**src/rtl/fetch_stage.sv**
```systemverilog
// fetch_stage: instruction fetch with PC, in-order imem requests, a small
// tag FIFO pairing responses with their PC, and a circular fetch queue that
// feeds decode over a valid/ready handshake.
// Optional feature macro: FETCH_BUBBLE_CNT_EN adds the bubble_count port,
// which counts cycles where decode is ready but no instruction is valid.
module fetch_stage #(
  parameter int                    DATA_WIDTH  = 32,
  parameter logic [DATA_WIDTH-1:0] RESET_PC    = '0,
  parameter int                    QUEUE_DEPTH = 2
) (
  input  logic                  clk,
  input  logic                  rst_n,
  output logic                  imem_req_valid,
  input  logic                  imem_req_ready,
  output logic [DATA_WIDTH-1:0] imem_req_addr,
  input  logic                  imem_rsp_valid,
  input  logic [31:0]           imem_rsp_data,
  input  logic                  redirect_valid,
  input  logic [DATA_WIDTH-1:0] redirect_pc,
  output logic                  dec_valid,
  input  logic                  dec_ready,
  output logic [DATA_WIDTH-1:0] dec_pc,
  output logic [6:0]            dec_opcode,
  output logic [24:0]           dec_instruction
`ifdef FETCH_BUBBLE_CNT_EN
  ,
  output logic [31:0]           bubble_count
`endif
);

  localparam int CNT_W = $clog2(QUEUE_DEPTH + 1);
  localparam int PTR_W = (QUEUE_DEPTH > 1) ? $clog2(QUEUE_DEPTH) : 1;

  logic [DATA_WIDTH-1:0] pc;
  logic [CNT_W-1:0]      inflight;
  logic [CNT_W-1:0]      drop;
  logic [CNT_W-1:0]      count;
  logic [PTR_W-1:0]      head, tail;
  logic [PTR_W-1:0]      tag_head, tag_tail;
  logic [DATA_WIDTH-1:0] q_pc   [QUEUE_DEPTH];
  logic [31:0]           q_word [QUEUE_DEPTH];
  logic [DATA_WIDTH-1:0] tag_pc [QUEUE_DEPTH];

  logic           fire;
  logic           deq;
  logic           enq;
  logic [CNT_W:0] credit_used;

  function automatic logic [PTR_W-1:0] next_ptr(input logic [PTR_W-1:0] p);
    return (p == PTR_W'(QUEUE_DEPTH - 1)) ? '0 : p + 1'b1;
  endfunction

  // Credit check: buffered + outstanding, minus a slot freed by this cycle's dequeue.
  always_comb begin
    // NOTE: every always_comb output gets a default first so no path can infer a latch.
    credit_used    = '0;
    credit_used    = {1'b0, count} + {1'b0, inflight} - {{CNT_W{1'b0}}, deq};
    imem_req_valid = !redirect_valid && (credit_used < (CNT_W + 1)'(QUEUE_DEPTH));
  end

  assign imem_req_addr   = pc;
  assign fire            = imem_req_valid && imem_req_ready;
  assign dec_valid       = (count != '0);
  assign deq             = dec_valid && dec_ready;
  // A response is buffered only if it is not stale and no redirect is flushing.
  assign enq             = imem_rsp_valid && (drop == '0) && !redirect_valid;
  assign dec_pc          = q_pc[head];
  assign dec_opcode      = q_word[head][6:0];
  assign dec_instruction = q_word[head][31:7];

  // PC, outstanding-request count and stale-response drop count.
  always_ff @(posedge clk or negedge rst_n) begin
    // NOTE: sequential state uses non-blocking assignments so every register samples pre-edge values.
    if (!rst_n) begin
      pc       <= RESET_PC;
      inflight <= '0;
      drop     <= '0;
    end else begin
      inflight <= inflight + CNT_W'(fire) - CNT_W'(imem_rsp_valid);
      if (redirect_valid) begin
        pc   <= redirect_pc;
        // Everything still out (minus the one returning now) comes back stale.
        drop <= inflight - CNT_W'(imem_rsp_valid);
      end else begin
        if (fire)
          pc <= pc + DATA_WIDTH'(4);
        if (imem_rsp_valid && (drop != '0))
          drop <= drop - 1'b1;
      end
    end
  end

  // Tag FIFO: PC of each outstanding request, popped in order by responses.
  always_ff @(posedge clk or negedge rst_n) begin
    if (!rst_n) begin
      tag_head <= '0;
      tag_tail <= '0;
    end else begin
      if (fire)
        tag_tail <= next_ptr(tag_tail);
      if (imem_rsp_valid)
        tag_head <= next_ptr(tag_head);
    end
  end

  // Tag storage: written on each accepted request.
  always_ff @(posedge clk) begin
    // NOTE: tag storage has no reset; an entry is always written before a response reads it.
    if (fire)
      tag_pc[tag_tail] <= pc;
  end

  // Fetch queue; storage is cleared too so the decode outputs read zero out of reset.
  always_ff @(posedge clk or negedge rst_n) begin
    if (!rst_n) begin
      head  <= '0;
      tail  <= '0;
      count <= '0;
      for (int i = 0; i < QUEUE_DEPTH; i++) begin
        q_pc[i]   <= '0;
        q_word[i] <= '0;
      end
    end else if (redirect_valid) begin
      head  <= '0;
      tail  <= '0;
      count <= '0;
    end else begin
      if (enq) begin
        q_pc[tail]   <= tag_pc[tag_head];
        q_word[tail] <= imem_rsp_data;
        tail         <= next_ptr(tail);
      end
      if (deq)
        head <= next_ptr(head);
      count <= count + CNT_W'(enq) - CNT_W'(deq);
    end
  end

`ifdef FETCH_BUBBLE_CNT_EN
  // Bubble counter: decode ready with nothing to offer; wraps, cleared by reset only.
  always_ff @(posedge clk or negedge rst_n) begin
    if (!rst_n)
      bubble_count <= '0;
    else if (dec_ready && !dec_valid)
      bubble_count <= bubble_count + 32'd1;
  end
`endif

endmodule

```
**config.mk**
```make
export PLATFORM = sky130hd
export DESIGN_NAME = fetch_stage
export DESIGN_NICKNAME = d
export VERILOG_FILES = /design/src/rtl/fetch_stage.sv
export SDC_FILE = /design/constraint.sdc
export NUM_CORES = 1
export LEC_CHECK = 0
export BUFFER_PORTS_ARGS = -buffer_cell sky130_fd_sc_hd__buf_2
export CORE_MARGIN = 5
export CORE_UTILIZATION = 51
export CTS_CLUSTER_DIAMETER = 150
export DETAILED_ROUTE_END_ITERATION = 7
export HOLD_SLACK_MARGIN = 0.15
export PLACE_DENSITY = 0.85
export SLEW_MARGIN = 20
export SYNTH_ARGS = -nofsm -noshare
export SYNTH_HDL_FRONTEND = slang
export SYNTH_SLANG_ARGS = --single-unit
```
**constraint.sdc**
```tcl
create_clock -name clk -period 3.7 [get_ports clk]
set_clock_uncertainty 0.1 [all_clocks]
set_input_delay 0.37 -clock clk [delete_from_list [all_inputs] [get_ports clk]]
set_output_delay 0.37 -clock clk [all_outputs]
set_load 0.01 [all_outputs]
```
==> key figures <==
Outcome
  • Status: complete, no violations

Synthesis
  • Synth cell types: 47
  • Net count after synthesis: 867
  • #FFs+latches synth: 234
  • Gate Count Post-Synth: 788
  • Register area share after synthesis: 61.46%
  • Avg Inst Size Synth: 12.75 um^2
  • Mapped Area: 10050 um^2
  • Top-area cell type share of the netlist area: 42.34%
  • Post-synth top area cell: dfrtp_1
  • Largest cells by area after synthesis: dfrtp_1 42%, edfxtp_1 19%, mux2_2 15%
  • Yosys warnings: 0

Power and ir drop
  • LEAKAGE: 5.580 nW
  • Pwr Total: 9.982 mW
  • VDD IR max: 0.0004055 V
  • Power per Cell Area: 784.3 nW/um^2

Clock network
  • Total number of clock tree sinks: 234
  • Post-CTS Resized: 0
  • CTS Root Cell: clkbuf_16
  • Clock-pin slew on the worst setup and hold paths: 0.06 ns
  • CTS H-tree lvls: 1
  • CTS tree: done
  • Worst skew pair latency: 0.50 ns
  • CTS Buf Count: 25
  • Max clock buf depth: 3

Floorplanning
  • Initial cell density of the core: 51.63%
  • Die area: 22610 um^2
  • Placeable Area: 19460 um^2
  • Ports: 168
  • Num rows: 51
  • Die Ht: 150.4 um
  • Die X: 150.4 um

Place
  • DP Wirelength: 15000 um
  • Placed insts: 1188
  • Buffers on Ports: 167
  • Dpl ws: 0.5544 ns
  • Area post-placement: 11230 um^2
  • GPL Wtd Cong: 0.8088

STA
  • Unrepaired setup endpoints after global routing: no
  • Slew @ Worst Pin: 0.9992 ns
  • Final hold violation count: 0
  • Final WS setup: 0.6074 ns
  • Post-route setup TNS: 0 ns
  • Max_slew headroom: 33.39%
  • Hold Slack: 0.2276 ns
  • Slew Limit Fails: 0
  • Final setup violation count: 0
  • Period utilization: 83.58%
  • Fin crit period: 3.093 ns
  • Fmax: 323.4 MHz

Drt
  • Drt wl/cell: 19.03 um
  • Met3 routed WL: 1773 um
  • Drc violations: 0
  • Drt first-iter violations: 533
  • Antenna Nets Post-Route: 0
  • Highest routed metal layer: met4
  • DR WL met2: 12230 um
  • Post-Route M1 WL: 9732 um
  • 1st-pass router iterations: 5
  • Vias per cell: 5.560
  • Total number of vias: 7222
  • Post-Route WL: 24720 um

Global routing
  • Largest net degree at the start of global routing: 97
  • Initial antenna violation count: 0
  • Gr usage total: 21.85%
  • First-pass GRT wire length: 39510 um
  • Gr ovfl total: 0
  • Vias in the first global route: 7631

Critical path
  • Worst Path Class, Setup: reg2reg
  • Crit path required time: 4.02 ns
  • CP endpoint kind: register
  • Critical path arrival: 3.41 ns
  • Startpoint types: register
  • CP max FO: 11

Final layout
  • Final Util: 65.39%
  • P&R area growth vs syn: 26.66%
  • ANT cells: 0
  • Design area: 12730 um^2
  • Number of fill cells: 1358
  • Register Area: 6178 um^2
  • Area taken by multi-input logic gates: 3657 um^2
  • # nets final: 1095
  • Post-route insts no fill: 1299
  • Layout cells sized above 1: 35.01%

Flow run
  • Max_cap viols: 0

Worst hold path
  • Class of the worst hold path: in2reg
## sequential cells by signal, summed over array words and instances (netlist names)
signal         cells
drop               2
tag_head           1
q_word            64
imem_req_addr     32
inflight           2
tag_tail           1
tag_pc            64
tail               1
head               1
q_pc              64
count              2
## layout make-up
cell class / count / area share [%]
Sequential cell: 234 / 48.55
Clock buffer: 32 / 5.358
Inverter: 16 / 0.4719
Clock inverter: 13 / 1.219
Timing Repair Buffer: 246 / 13.07
Multi-Input combinational cell: 493 / 28.74
Tap cell: 265 / 2.605
## cell families after synthesis
logic type,after synthesis,share of synthesized area [%]
flip-flops,234,61.46
multiplexers,163,17.86
XOR/XNOR,12,1.046
AO/OA/AOI/OAI,127,7.471
AND/OR/NAND/NOR,182,8.679
buffers and inverters,61,2.291
adder cells (fa/ha/maj),9,1.195
## cell usage after synthesis (all sizes together)
master and n:
o31a 1, ha 8, inv 16, nand2 72
a31oi 4, mux2i 33, a22oi 1, a21oi 41
a211oi 1, and3 6, and4 1, nand4 11
o211ai 11, clkbuf 42, nand3 19, or4 4
xnor2 9, a32oi 3, dfrtp 170, nor2b 2
buf 3, nor3 2, nor4 2, o311ai 12
o221ai 1, a31o 1, fa 1, edfxtp 64
o21ai 49, or2 1, nand3b 1, or3 1
nor3b 1, and4bb 1, nor2 50, and2 7
mux2 130, xor2 3, nand2b 1, a221o 2
## worst paths after layout
path / slack, ns / cells after the start / start / endpoint
max in group asynchronous: 2.12 / 3 / rst_n / q_word[44]$_DFFE_PN0P_
worst max register to register: 0.61 / 12 / count[1]$_DFF_PN0_ / inflight[1]$_DFF_PN0_
worst min register to register: 0.37 / 2 / q_pc[26]$_DFFE_PN0P_ / q_pc[26]$_DFFE_PN0P_
worst min-delay path: 0.23 / 4 / dec_ready / head$_DFFE_PN0P_
min in group asynchronous: 0.36 / 2 / rst_n / q_pc[10]$_DFFE_PN0P_
worst max-delay path: 0.61 / 12 / count[1]$_DFF_PN0_ / inflight[1]$_DFF_PN0_
## metal layers
layer  vias up  global-route usage [%]
met5         -                       0
met3        72                   3.552
met1      3532                   28.11
li1       3307                       -
met4         0                   9.012
met2       311                   36.98
## where the power goes
part	switching (mW)	internal, mW	total (mW)
Sequential	0.690	3.57	4.26
Clock	0.988	1.52	2.50
Combinational	1.60	1.62	3.22
Total	3.28	6.71	9.98
## repair_timing
action	CTS	global route
setup buffers	0	0
setup endpoints to repair	0	0
endpoints found under the hold margin	170	0
hold buffers	66	0
## worst max-delay path, stage by stage (launching register included)
cell	delay, ns
dfrtp_1	0.39
nand2_1	0.06
nor2_1	0.15
o21ai_0	0.16
fa_1	0.45
xnor2_1	0.15
and4bb_2	0.46
inv_1	0.22
ha_1	0.33
inv_1	0.04
ha_1	0.18
xnor2_1	0.18
xnor2_1	0.15
## cell usage in the layout (no fill, tap or decap), types with 6 or more instances in the layout
master | Yosys | routed
dfrtp_1 | 170 | 168
buf_2 | 1 | 166
mux2_2 | 130 | 130
nand2_1 | 72 | 72
dlygate4sd3_1 | 0 | 66
edfxtp_1 | 64 | 64
o21ai_0 | 49 | 49
nor2_1 | 50 | 48
a21oi_1 | 41 | 41
mux2i_1 | 33 | 33
clkbuf_16 | 0 | 25
nand3_1 | 18 | 18
inv_1 | 16 | 16
o211ai_1 | 11 | 11
o311ai_0 | 11 | 11
xnor2_1 | 9 | 9
nand4_1 | 9 | 9
ha_1 | 8 | 8
buf_4 | 0 | 8
and3_1 | 6 | 6
Power figures use the tool's default switching activity.
